===== src/rtl/serial_demux_sequencer.sv =====
// serial_demux_sequencer: step-driven serial frame receiver.
// Frame: start bit, 2-bit port (MSB first), CNT_W-bit length (MSB first),
// then `length` data bits routed to p0..p3 according to the port field.
// Optional feature macro: SERDEMUX_PARITY_EN adds a trailing even-parity bit
// and a sticky err flag; without it err is tied low.
`timescale 1ns/1ps

module serial_demux_sequencer #(
  parameter int unsigned CNT_W = 4
) (
  input  logic             clk,
  input  logic             rst,
  input  logic             clk_en,
  input  logic             ser_in,
  output logic [1:0]       port_num,
  output logic             p0,
  output logic             p1,
  output logic             p2,
  output logic             p3,
  output logic             ser_out_valid,
  output logic [CNT_W-1:0] d_cnt,
  output logic             done,
  output logic             err
);

  localparam int unsigned    BIT_W    = $clog2(CNT_W + 2);
  localparam logic [BIT_W-1:0] PORT_LAST = BIT_W'(1);
  localparam logic [BIT_W-1:0] LEN_LAST  = BIT_W'(CNT_W - 1);

  typedef enum logic [2:0] {
    IDLE = 3'd0,
    PORT = 3'd1,
    LEN  = 3'd2,
    DATA = 3'd3,
    DONE = 3'd4
`ifdef SERDEMUX_PARITY_EN
    ,
    PAR  = 3'd5
`endif
  } state_t;

  // State entered once the data phase (or a zero-length header) completes
`ifdef SERDEMUX_PARITY_EN
  localparam state_t AFTER_DATA = PAR;
`else
  localparam state_t AFTER_DATA = DONE;
`endif

  state_t             state_q, state_d;
  logic [1:0]         port_q, port_d;
  logic [3:0]         p_q, p_d;
  logic               valid_q, valid_d;
  logic [CNT_W-1:0]   cnt_q, cnt_d;
  logic               done_q, done_d;
  logic [BIT_W-1:0]   bit_q, bit_d;
`ifdef SERDEMUX_PARITY_EN
  logic               par_q, par_d;
  logic               err_q, err_d;
`endif

  // State and datapath registers, asynchronously cleared
  always_ff @(posedge clk or negedge rst) begin
    if (!rst) begin
      state_q <= IDLE;
      port_q  <= '0;
      p_q     <= '0;
      valid_q <= 1'b0;
      cnt_q   <= '0;
      done_q  <= 1'b0;
      bit_q   <= '0;
`ifdef SERDEMUX_PARITY_EN
      par_q   <= 1'b0;
      err_q   <= 1'b0;
`endif
    end else begin
      state_q <= state_d;
      port_q  <= port_d;
      p_q     <= p_d;
      valid_q <= valid_d;
      cnt_q   <= cnt_d;
      done_q  <= done_d;
      bit_q   <= bit_d;
`ifdef SERDEMUX_PARITY_EN
      par_q   <= par_d;
      err_q   <= err_d;
`endif
    end
  end

  // Next-state and next-output logic; outputs become visible one clk later
  always_comb begin
    state_d = state_q;
    port_d  = port_q;
    p_d     = p_q;
    valid_d = 1'b0;
    cnt_d   = cnt_q;
    done_d  = 1'b0;
    bit_d   = bit_q;
`ifdef SERDEMUX_PARITY_EN
    par_d   = par_q;
    err_d   = err_q;
`endif
    case (state_q)
      IDLE: begin
        if (clk_en && ser_in) begin
          state_d = PORT;
          port_d  = '0;
          cnt_d   = '0;
          p_d     = '0;
          bit_d   = '0;
`ifdef SERDEMUX_PARITY_EN
          par_d   = 1'b0;
          err_d   = 1'b0;
`endif
        end
      end
      PORT: begin
        if (clk_en) begin
          port_d = {port_q[0], ser_in};
          if (bit_q == PORT_LAST) begin
            bit_d   = '0;
            state_d = LEN;
          end else begin
            bit_d = bit_q + BIT_W'(1);
          end
        end
      end
      LEN: begin
        if (clk_en) begin
          cnt_d = CNT_W'({cnt_q, ser_in});
          if (bit_q == LEN_LAST) begin
            bit_d   = '0;
            state_d = (cnt_d != '0) ? DATA : AFTER_DATA;
          end else begin
            bit_d = bit_q + BIT_W'(1);
          end
        end
      end
      DATA: begin
        if (clk_en) begin
          p_d[port_q] = ser_in;
          valid_d     = 1'b1;
          cnt_d       = cnt_q - CNT_W'(1);
`ifdef SERDEMUX_PARITY_EN
          par_d       = par_q ^ ser_in;
`endif
          if (cnt_q == CNT_W'(1)) begin
            state_d = AFTER_DATA;
          end
        end
      end
`ifdef SERDEMUX_PARITY_EN
      PAR: begin
        if (clk_en) begin
          err_d   = par_q ^ ser_in;
          state_d = DONE;
        end
      end
`endif
      DONE: begin
        state_d = IDLE;
      end
      default: begin
        state_d = IDLE;
      end
    endcase
    // done is high for exactly the single cycle spent in DONE
    done_d = (state_d == DONE);
  end

  assign port_num      = port_q;
  assign p0            = p_q[0];
  assign p1            = p_q[1];
  assign p2            = p_q[2];
  assign p3            = p_q[3];
  assign ser_out_valid = valid_q;
  assign d_cnt         = cnt_q;
  assign done          = done_q;
`ifdef SERDEMUX_PARITY_EN
  assign err           = err_q;
`else
  assign err           = 1'b0;
`endif

endmodule


===== config.mk =====
export PLATFORM = sky130hd
export DESIGN_NAME = serial_demux_sequencer
export DESIGN_NICKNAME = d
export VERILOG_FILES = /design/src/rtl/serial_demux_sequencer.sv
export SDC_FILE = /design/constraint.sdc
export NUM_CORES = 1
export LEC_CHECK = 0
export BUFFER_PORTS_ARGS = -buffer_cell sky130_fd_sc_hd__clkbuf_2
export CORE_MARGIN = 2
export CORE_UTILIZATION = 55
export DETAILED_ROUTE_END_ITERATION = 8
export GPL_TIMING_DRIVEN = 0
export PLACE_DENSITY_LB_ADDON = 0.2
export RECOVER_POWER = 25
export SLEW_MARGIN = 20
export SYNTH_ARGS = -nofsm -noshare
export SYNTH_HDL_FRONTEND = slang
export SYNTH_SLANG_ARGS = --single-unit

===== constraint.sdc =====
create_clock -name clk -period 1.95 [get_ports clk]
set_clock_uncertainty 0.15 [all_clocks]
set_input_delay 0.39 -clock clk [delete_from_list [all_inputs] [get_ports clk]]
set_output_delay 0.39 -clock clk [all_outputs]
set_load 0.02 [all_outputs]

==> reports/metrics.yaml, run 1 <==
grt_pass1_vias: 884
fp.dieH_um: 48.72
rsz0062_at_grt: "no"
coreArea_mm2: 0.001922
cts_buffer_depth: 2
die_w_um: 48.72
netlist_area_mm2: 0.001100
drv_slew: 0
path_cells: "buf_6, or3b_4, a221oi_1, o22ai_1"
antenna_found_initial: 0
dp_hpwl_um: 1705
cts_tree: "built"
use_met3_pct: 3.086
dpl_cell_area_mm2: 0.001204
clk-insertion-delay-late_ns: 0.30
reg2reg_to: "p_q[0]"
ys_ff_latch: 18
hold_viol_final: 0
num-fill-cells: 158
finalSetupViolations: 0
synth_fa_ha_area_share_pct: 6.826
ant_nets: 0
syn2layout_area_growth_pct: 13.54
routedWlPerCell_um: 14.32
top_level_ports: 17
drt-initial-drc-count: 34
async_flop_share_pct: 100.0
drc: 0
required_ns: 1.98
path_clk_slew_ns: 0.10
cp_max_fo: 10
critPathBufInv: 1
synth_simple_gate_area_share_pct: 20.59
crit_path_end: "p_q[0]"
cp.depth: 4
slew_headroom_pct: 36.74
cts_resized: 0
cp_slowest_cell: "dfrtp_1"
synth-edff-count: 0
overflow: 0
cap_viol_max_count: 0
layout_min_cycle_time_ns: 1.709
reg2regPathDepth: 4
diodes: 0
floorplan.initialDensity_pct: 57.23
yosys.area_share.xor_xnor_pct: 0
numClockSinks: 18
r2r-start: "state_q[0]"
synthCells: 110
ys_warn_count: 0
design_area_mm2: 0.001249
setup_ws_ns: 0.2410
power_density_mw_per_mm2: 1345
critPathTopFamily: "compound AO/OA/AOI/OAI gates"
worst-setup-path-type: "flip-flop to flip-flop"
grt_pass1_wl_um: 3870
drive_gt1_share_pct: 23.26
synth_nets: 120
setup-tns-final_ns: 0
status: "complete, no violations"
grt_max_degree: 19
die-area_mm2: 0.002373
drt_pass1_iterations: 4
power_mw: 1.680
cpPeakStageDelay_ns: 0.44
start_kind: "flip-flop"
cts-root-buf: "clkbuf_4"
yosysSeqAreaShare_pct: 40.96
hp-class: "input pin to flip-flop"
cts_htree_levels: 1
worstMarginPinSlew_ns: 0.9488
finalNetCount: 140
use_met1_pct: 28.17
top_usage_layer: "met2"
gp_congestion: 0.8992
rrSetupSlack_ns: 0.24
synth-main-ff-cell: "dfrtp_1"
peakVddDrop_mv: 0.7348
gr-usage-met2_pct: 33.11
cts_buffers: 3
viasPerCell: 5.923
pre_cts_slack_ns: 0.2360
track_usage_pct: 20.91
wirelength_um: 2234
finalCritPeriodShare_pct: 87.64
end_kind: "flip-flop"
std_cell_rows: 16
p_leak_nw: 0.5650
vias: 924
synth_compound_area_share_pct: 20.48
synth.distinct_cells: 44
synth_area_per_cell_um2: 9.998
synth_mux_area_share_pct: 2.844
fmax_mhz: 585.1
numPortBuffers: 14
startpoint: "state_q[0]"
cp.arrival_ns: 1.74
synth_top_family_by_area: "simple AND/OR/NAND/NOR gates"
## layer usage
layer	share of wire (%)	wire length, um	vias up
met5	0	0	-
met4	2.6	57	0
met3	4.4	99	7
met2	48	1081	32
met1	45	996	440
li1	-	-	445
## power breakdown
part	switching (mW)	internal [mW]
combinational	0.476	0.365
sequential	0.124	0.481
clock	0.119	0.114
total	0.719	0.960
## cells in the mapped netlist, types with 2 or more instances
cell | number | area, um2
dfrtp_1 | 18 | 450.4
inv_1 | 13 | 48.80
o22ai_1 | 9 | 56.30
ha_1 | 6 | 75.07
a221oi_1 | 4 | 35.03
buf_2 | 4 | 20.02
nand2_1 | 3 | 11.26
nand2b_1 | 3 | 18.77
nand3_1 | 3 | 15.01
nor3_1 | 3 | 15.01
a22o_1 | 2 | 17.52
a32oi_1 | 2 | 17.52
and2b_1 | 2 | 15.01
mux2i_1 | 2 | 20.02
nand4b_1 | 2 | 17.52
nor2_1 | 2 | 7.510
nor3b_1 | 2 | 15.01
o21ai_1 | 2 | 10.01
or3b_1 | 2 | 17.52
or4_1 | 2 | 15.01
## cells in the final DEF (no fill, tap or decap), types with 3 or more instances in the layout
| master | Yosys | final |
|---|---|---|
| a221oi_1 | 4 | 4 |
| nand3_1 | 3 | 3 |
| o22ai_1 | 9 | 9 |
| dfrtp_1 | 18 | 18 |
| nor3_1 | 3 | 3 |
| buf_2 | 4 | 4 |
| nand2b_1 | 3 | 3 |
| clkbuf_2 | 0 | 13 |
| inv_1 | 13 | 13 |
| nand2_1 | 3 | 3 |
| ha_1 | 6 | 6 |
| clkbuf_4 | 0 | 3 |
## sequential cells by signal (all words and copies together), names as in the netlist
name           count
d_cnt              4
p_q                4
bit_q              3
state_q            3
port_num           2
done               1
ser_out_valid      1
## cells by family (layout without fill, tap and decap cells)
kind of cell | count (synthesis) | count (layout)
adder cells (fa/ha/maj) | 6 | 6
AND/OR/NAND/NOR | 34 | 34
buffers and inverters | 19 | 38
other | 1 | 1
AO/OA/AOI/OAI | 29 | 29
multiplexers | 3 | 3
flip-flops | 18 | 18
## worst register-to-register path, delay by kind of cell, from the launching register on
| family | cells | cell delay [ns] |
|---|---|---|
| flops | 1 | 0.44 |
| buf+inv | 1 | 0.16 |
| compound gates | 2 | 0.45 |
| simple gates | 1 | 0.39 |
## timing repair
action | in CTS | in global routing
setup buffers | 0 | 0
hold endpoints to repair | 18 | 0
hold buffers | 1 | 0
## worst min-delay path by stage
stage,start,to,slack [ns],depth (start not counted)
2_1_floorplan,rst,bit_q[0],-0.06,0
3_3_place_gp,rst,p_q[2],0.20,1
3_5_place_dp,rst,p_q[1],0.21,1
4_1_cts,clk_en,ser_out_valid,0.27,2
5_1_grt,clk_en,ser_out_valid,0.27,2
6_report,clk_en,ser_out_valid,0.27,2
## area by class of cell
class / count / area (um2) / share of cell area [%]
timing repair buffer: 15 / 78.83 / 6.313
tap: 27 / 33.78 / 2.705
inverter: 13 / 48.80 / 3.908
sequential: 18 / 450.4 / 36.07
buffer: 6 / 38.79 / 3.106
clock buffer: 4 / 36.28 / 2.906
multi-input combinational: 73 / 561.8 / 44.99
## stage by stage
stage / hold slack (ns) / utilization (%) / instances
after floorplan: -0.05559 / - / 110
after CTS: 0.2660 / 65.04 / 156
after detailed placement: 0.2062 / 62.63 / 151
after global placement: 0.1988 / 62.63 / 151
after global routing: 0.2726 / 64.97 / 156
final: 0.2691 / 64.97 / 156
Note: power is estimated with default switching activity, not from simulation.
==> run 2: changes to the inputs <==
--- a/config.mk
+++ b/config.mk
@@ -5,6 +5,7 @@
 export SDC_FILE = /design/constraint.sdc
 export NUM_CORES = 1
 export LEC_CHECK = 0
+export ABC_AREA = 1
 export BUFFER_PORTS_ARGS = -buffer_cell sky130_fd_sc_hd__clkbuf_2
 export CORE_MARGIN = 2
 export CORE_UTILIZATION = 55
==> reports/metrics.yaml, run 2 <==
critPathTopFamily: "flip-flops"
cp_slowest_cell: "dfrtp_1"
routedWlPerCell_um: 12.20  # -15%
cts_tree: "built"
track_usage_pct: 22.04  # +1.1 points
r2r-start: "d_cnt[1]"
die-area_mm2: 0.002430  # +2.4%
clk-insertion-delay-late_ns: 0.30  # about the same
p_leak_nw: 0.6947  # +23%
die_w_um: 49.30  # +1.2%
cts_resized: 0  # unchanged
yosysSeqAreaShare_pct: 39.91  # -1.0 points
netlist_area_mm2: 0.001129  # +2.6%
num-fill-cells: 168  # +6.3%
setup-tns-final_ns: 0  # unchanged
grt_pass1_vias: 962  # +8.8%
end_kind: "flip-flop"
power_density_mw_per_mm2: 1387  # +3.2%
slew_headroom_pct: 34.22  # -2.5 points
wirelength_um: 2440  # +9.2%
drive_gt1_share_pct: 19.08  # -4.2 points
layout_min_cycle_time_ns: 1.525  # -0.1843 ns
finalCritPeriodShare_pct: 78.19  # -9.4 points
ys_ff_latch: 18  # unchanged
async_flop_share_pct: 100.0  # unchanged
post_cts_buffers: 0  # unchanged
critPathBufInv: 1  # unchanged
overflow: 0  # unchanged
fmax_mhz: 655.9  # +12%
path_cells: "inv_1, ha_1, nand2_1, o21ai_0, nand4_1"
layout_commonest_cell: "nand2_1"
cts_hold_buf: 1  # unchanged
worst-setup-path-type: "flip-flop to flip-flop"
coreArea_mm2: 0.001942  # +1.0%
diodes: 0  # unchanged
cts_htree_levels: 1  # unchanged
finalNetCount: 184  # +31%
gp_congestion: 0.8635  # -4.0%
floorplan.initialDensity_pct: 58.12  # +0.89 points
start_kind: "flip-flop"
peakVddDrop_mv: 0.9256  # +26%
dp_hpwl_um: 1851  # +8.6%
synth_area_per_cell_um2: 7.328  # -27%
top_level_ports: 17  # unchanged
synth-edff-count: 0  # unchanged
cts-root-buf: "clkbuf_4"
synth.distinct_cells: 21  # -52%
numPortBuffers: 14  # unchanged
cap_viol_max_count: 0  # unchanged
instances_no_fill: 200  # +28%
cts_buffers: 3  # unchanged
path_clk_slew_ns: 0.11  # about the same
cp.arrival_ns: 1.55  # -0.19 ns
grt_max_degree: 19  # unchanged
startpoint: "d_cnt[1]"
post-synth-top-area-cell: "dfrtp_1"
viasPerCell: 5.310  # -10%
synthTopCellsByArea: "dfrtp_1, nand2_1, nand3_1, ha_1, inv_1"
grt_pass1_wl_um: 4126  # +6.6%
power_mw: 1.772  # +5.5%
synth-main-ff-cell: "dfrtp_1"
fp.dieH_um: 49.30  # +1.2%
synth_commonest_cells: "nand2_1, dfrtp_1, nand3_1"
antenna_found_initial: 0  # unchanged
worstMarginPinSlew_ns: 0.9866  # +0.03780 ns
drt_pass1_iterations: 6  # +2
place_inst: 195  # +29%
cp_max_fo: 5  # -5
drt-initial-drc-count: 26  # -24%
min_from: "ser_in"
drc: 0  # unchanged
final_cell_mix: "nand2_1, nand3_1, dfrtp_1"
status: "complete, no violations"
vias: 1062  # +15%
numClockSinks: 18  # unchanged
yosysTopAreaCellShare_pct: 39.91  # -1.0 points
hold_viol_final: 0  # unchanged
std_cell_rows: 16  # unchanged
cpPeakStageDelay_ns: 0.43  # about the same
yosysMostFrequentCell: "nand2_1"
ys_warn_count: 0  # unchanged
required_ns: 1.97  # about the same
finalSetupViolations: 0  # unchanged
synth_nets: 164  # +37%
rsz0062_at_grt: "no"
syn2layout_area_growth_pct: 13.19
synthCells: 154  # +40%
ant_nets: 0  # unchanged
cts_buffer_depth: 2  # unchanged
hp-class: "input pin to flip-flop"
drv_slew: 0  # unchanged
==> run 2: worst register-to-register path: stages (launching register included) <==
cell and delay [ns]:
dfrtp_1 0.43, inv_1 0.11, ha_1 0.18, nand2_1 0.10, o21ai_0 0.27, nand4_1 0.15
==> run 2: through the flow <==
step	cell area (um2)	utilization, %	hold WS, ns	setup slack, ns
2_1_floorplan	1129	-	-0.05559	0.5452
3_3_place_gp	1232	63.47	0.2104	0.4793
3_5_place_dp	1232	63.47	0.2092	0.4285
4_1_cts	1279	65.85	0.2547	0.4375
5_1_grt	1277	65.79	0.2868	0.1861
6_report	1277	65.79	0.2564	0.4253
==> run 2: final timing paths <==
kind	cells past startpoint	slack, ns	to
min in group asynchronous	2	0.61	state_q[0]
max	5	0.43	state_q[0]
max reg2reg	5	0.43	state_q[0]
min	3	0.26	state_q[0]
max in group asynchronous	2	0.45	p_q[2]
min reg2reg	2	0.33	p_q[3]
==> run 2: final cells by class <==
type                    instances  area [um2]  share of cell area (%)
well taps                      27       33.78                   2.644
plain buffers                   2       12.51                  0.9794
flip-flops and latches         18       450.4                   35.26
inverters                      19       71.32                   5.583
repair buffers                 15       78.83                   6.170
multi-input cells             115       594.3                   46.52
clock buffers                   4       36.28                   2.840
==> run 2: metal layers <==
metal / track usage, % / up-vias / share of wire [%]
met5: 0 / - / 0
met4: 13.33 / 0 / 3.6
met3: 4.294 / 12 / 5.4
met2: 35.59 / 35 / 47
met1: 27.02 / 480 / 44
li1: - / 535 / -
==> run 2: cell families (layout without fill, tap and decap cells) <==
logic type	count (synthesis)	in the layout	share of synthesized area, %
adder cells (fa/ha/maj)	6	6	6.652
flip-flops	18	18	39.91
AND/OR/NAND/NOR	91	91	36.92
XOR/XNOR	1	1	0.7762
buffers and inverters	21	40	7.428
AO/OA/AOI/OAI	16	16	7.982
other	1	1	0.3323
==> run 2: power by group <==
group | leakage (nW) | internal (mW) | total, mW | switching, mW
clock network | 0.0210 | 0.114 | 0.236 | 0.122
registers | 0.243 | 0.486 | 0.638 | 0.152
logic | 0.431 | 0.295 | 0.898 | 0.603
total | 0.695 | 0.895 | 1.77 | 0.877
==> run 3: changes to the inputs <==
==> constraint.sdc (replaced) <==
create_clock -name clk -period 1.5 [get_ports clk]
set_clock_uncertainty 0.15 [all_clocks]
set_input_delay 0.3 -clock clk [delete_from_list [all_inputs] [get_ports clk]]
set_output_delay 0.3 -clock clk [all_outputs]
set_load 0.02 [all_outputs]
==> reports/metrics.yaml, run 3 (synthesis gave the netlist of run 2 again) <==
dp_hpwl_um: 1851  # unchanged
instances_no_fill: 206  # +3.0%
grt_pass1_wl_um: 4126  # unchanged
design_area_mm2: 0.001365  # +6.9%
pre_cts_slack_ns: 0.002007  # -0.4265 ns
setup_ws_ns: -0.05796  # -0.4833 ns
critPathTopFamily: "flip-flops"
cts_buffers: 3  # unchanged
path_cells: "inv_1, ha_1, nand2_1, o21ai_0, nand4_1"
required_ns: 1.52  # -0.45 ns
worst-setup-path-type: "flip-flop to flip-flop"
setup-tns-final_ns: -0.09778  # -0.09778 ns
numClockSinks: 18  # unchanged
cts_buffer_depth: 2  # unchanged
track_usage_pct: 22.04  # unchanged
layout_commonest_cell: "nand2_1"
syn2layout_area_growth_pct: 20.95
hold_depth: 3  # unchanged
peakVddDrop_mv: 1.267  # +37%
die_w_um: 49.30  # unchanged
cap_viol_max_count: 0  # unchanged
fin_hold_ws_ns: 0.1620  # -0.09441 ns
cts_htree_levels: 1  # unchanged
drt_pass1_iterations: 4  # -2
gp_congestion: 0.8635  # unchanged
fp.dieH_um: 49.30  # unchanged
cts-root-buf: "clkbuf_4"
cp_slowest_cell: "dfrtp_1"
end_kind: "flip-flop"
layout_min_cycle_time_ns: 1.558  # +0.03326 ns
vias: 1094  # +3.0%
wirelength_um: 2621  # +7.4%
p_leak_nw: 0.7192  # +3.5%
grt_pass1_vias: 962  # unchanged
cp.depth: 5  # unchanged
rrSetupSlack_ns: -0.06  # -0.48 ns
clk-insertion-delay-late_ns: 0.30  # about the same
cp_max_fo: 5  # unchanged
p_clk_share_pct: 12.3  # -1.0 points
final_cell_mix: "nand2_1, nand3_1, inv_1, dfrtp_1, clkbuf_2"
swShare_pct: 48.76  # -0.72 points
start_kind: "flip-flop"
coreArea_mm2: 0.001942  # unchanged
hold_viol_final: 0  # unchanged
finalNetCount: 190  # +3.3%
grt_max_degree: 19  # unchanged
power.internal_mw: 1.259  # +41%
die-area_mm2: 0.002430  # unchanged
diodes: 0  # unchanged
overflow: 0  # unchanged
hp-class: "input pin to flip-flop"
path_clk_slew_ns: 0.10  # about the same
power_frac_comb_pct: 53.2  # +2.5 points
drive_gt1_share_pct: 27.93  # +8.9 points
violations: "setup timing"
place_inst: 195  # unchanged
finalSetupViolations: 2  # +2
seqPwrFrac_pct: 34.5  # -1.5 points
finalCritPeriodShare_pct: 103.9  # +26 points
num-fill-cells: 165  # -1.8%
drt-initial-drc-count: 40  # +54%
routedWlPerCell_um: 12.72  # +4.3%
viasPerCell: 5.311  # about the same
floorplan.initialDensity_pct: 58.12  # unchanged
cp.arrival_ns: 1.57  # +0.02 ns
cts_tree: "built"
status: "complete, but fails checks"
top_level_ports: 17  # unchanged
power.switching_mw: 1.198  # +37%
rsz0062_at_grt: "yes"
drv_slew: 0  # unchanged
std_cell_rows: 16  # unchanged
critPathBufInv: 1  # unchanged
fmax_mhz: 641.9  # -2.1%
drc: 0  # unchanged
dpl_cell_area_mm2: 0.001232  # unchanged
power_density_mw_per_mm2: 1800  # +30%
reg2regPathDepth: 5  # unchanged
numPortBuffers: 14  # unchanged
antenna_found_initial: 0  # unchanged
cpPeakStageDelay_ns: 0.43  # about the same
ant_nets: 0  # unchanged
-- run 3: cell types whose count changed in the layout (fill, tap and decap cells not counted), moves of 2 or more --
| cell | delta |
|---|---|
| buf_4 | +6 |
| dfrtp_1 | -3 |
| dfrtp_2 | +3 |
| nand2_1 | -3 |
| nand2_2 | +3 |
| ha_1 | -2 |
| ha_4 | +2 |
-- run 3: area by class of cell --
cell class,count,area [um2],area share [%]
Buffer,2,12.51,0.9166
Clock buffer,4,36.28,2.658
Inverter,19,71.32,5.225
Multi-Input combinational cell,115,631.9,46.29
Sequential cell,18,454.2,33.27
Tap cell,27,33.78,2.475
Timing Repair Buffer,21,125.1,9.166
-- run 3: routing by layer --
layer / vias up / share of wire (%) / track usage [%]
met5: - / 0 / 0
met4: 0 / 4.0 / 13.33
met3: 10 / 5.2 / 4.294
met2: 44 / 48 / 35.59
met1: 489 / 43 / 27.02
li1: 551 / - / -
-- run 3: final timing paths --
kind,startpoint,endpoint
setup / recovery,d_cnt[1],state_q[0]
hold / removal,ser_in,state_q[0]
setup reg to reg,d_cnt[1],state_q[0]
hold reg to reg,p_q[3],p_q[3]
max in group asynchronous,rst,d_cnt[0]
min in group asynchronous,rst,done
-- run 3: power by group through the flow --
stage | combinational (mW) | clock (mW) | sequential [mW]
after floorplan | 0.752 | 0 | 0.919
after global placement | 1.12 | 0 | 0.828
after detailed placement | 1.16 | 0 | 0.838
after CTS | 1.16 | 0.309 | 0.828
after global routing | 1.46 | 0.317 | 0.870
final | 1.31 | 0.303 | 0.847
-- run 3: repair_timing --
action | in CTS | in global routing
pin swaps | 1 | 6
hold endpoints to repair | 18 | 0
hold buffers | 1 | 0
resized for setup | 1 | 11
endpoints found under the setup margin | 4 | 13
setup buffers | 0 | 6
-- run 3: worst reg2reg max path, cell delays in order, from the launching register on --
cell     delay (ns)
dfrtp_1        0.43
inv_1          0.13
ha_1           0.19
nand2_1        0.10
o21ai_0        0.27
nand4_1        0.15
-- run 3: through the flow --
stage               util (%)  total power [mW]
floorplan                  -             1.670
global placement       63.47             1.946
detailed placement     63.47             1.995
CTS                    65.91             2.301
global route           70.30             2.646
finish                 70.30             2.457
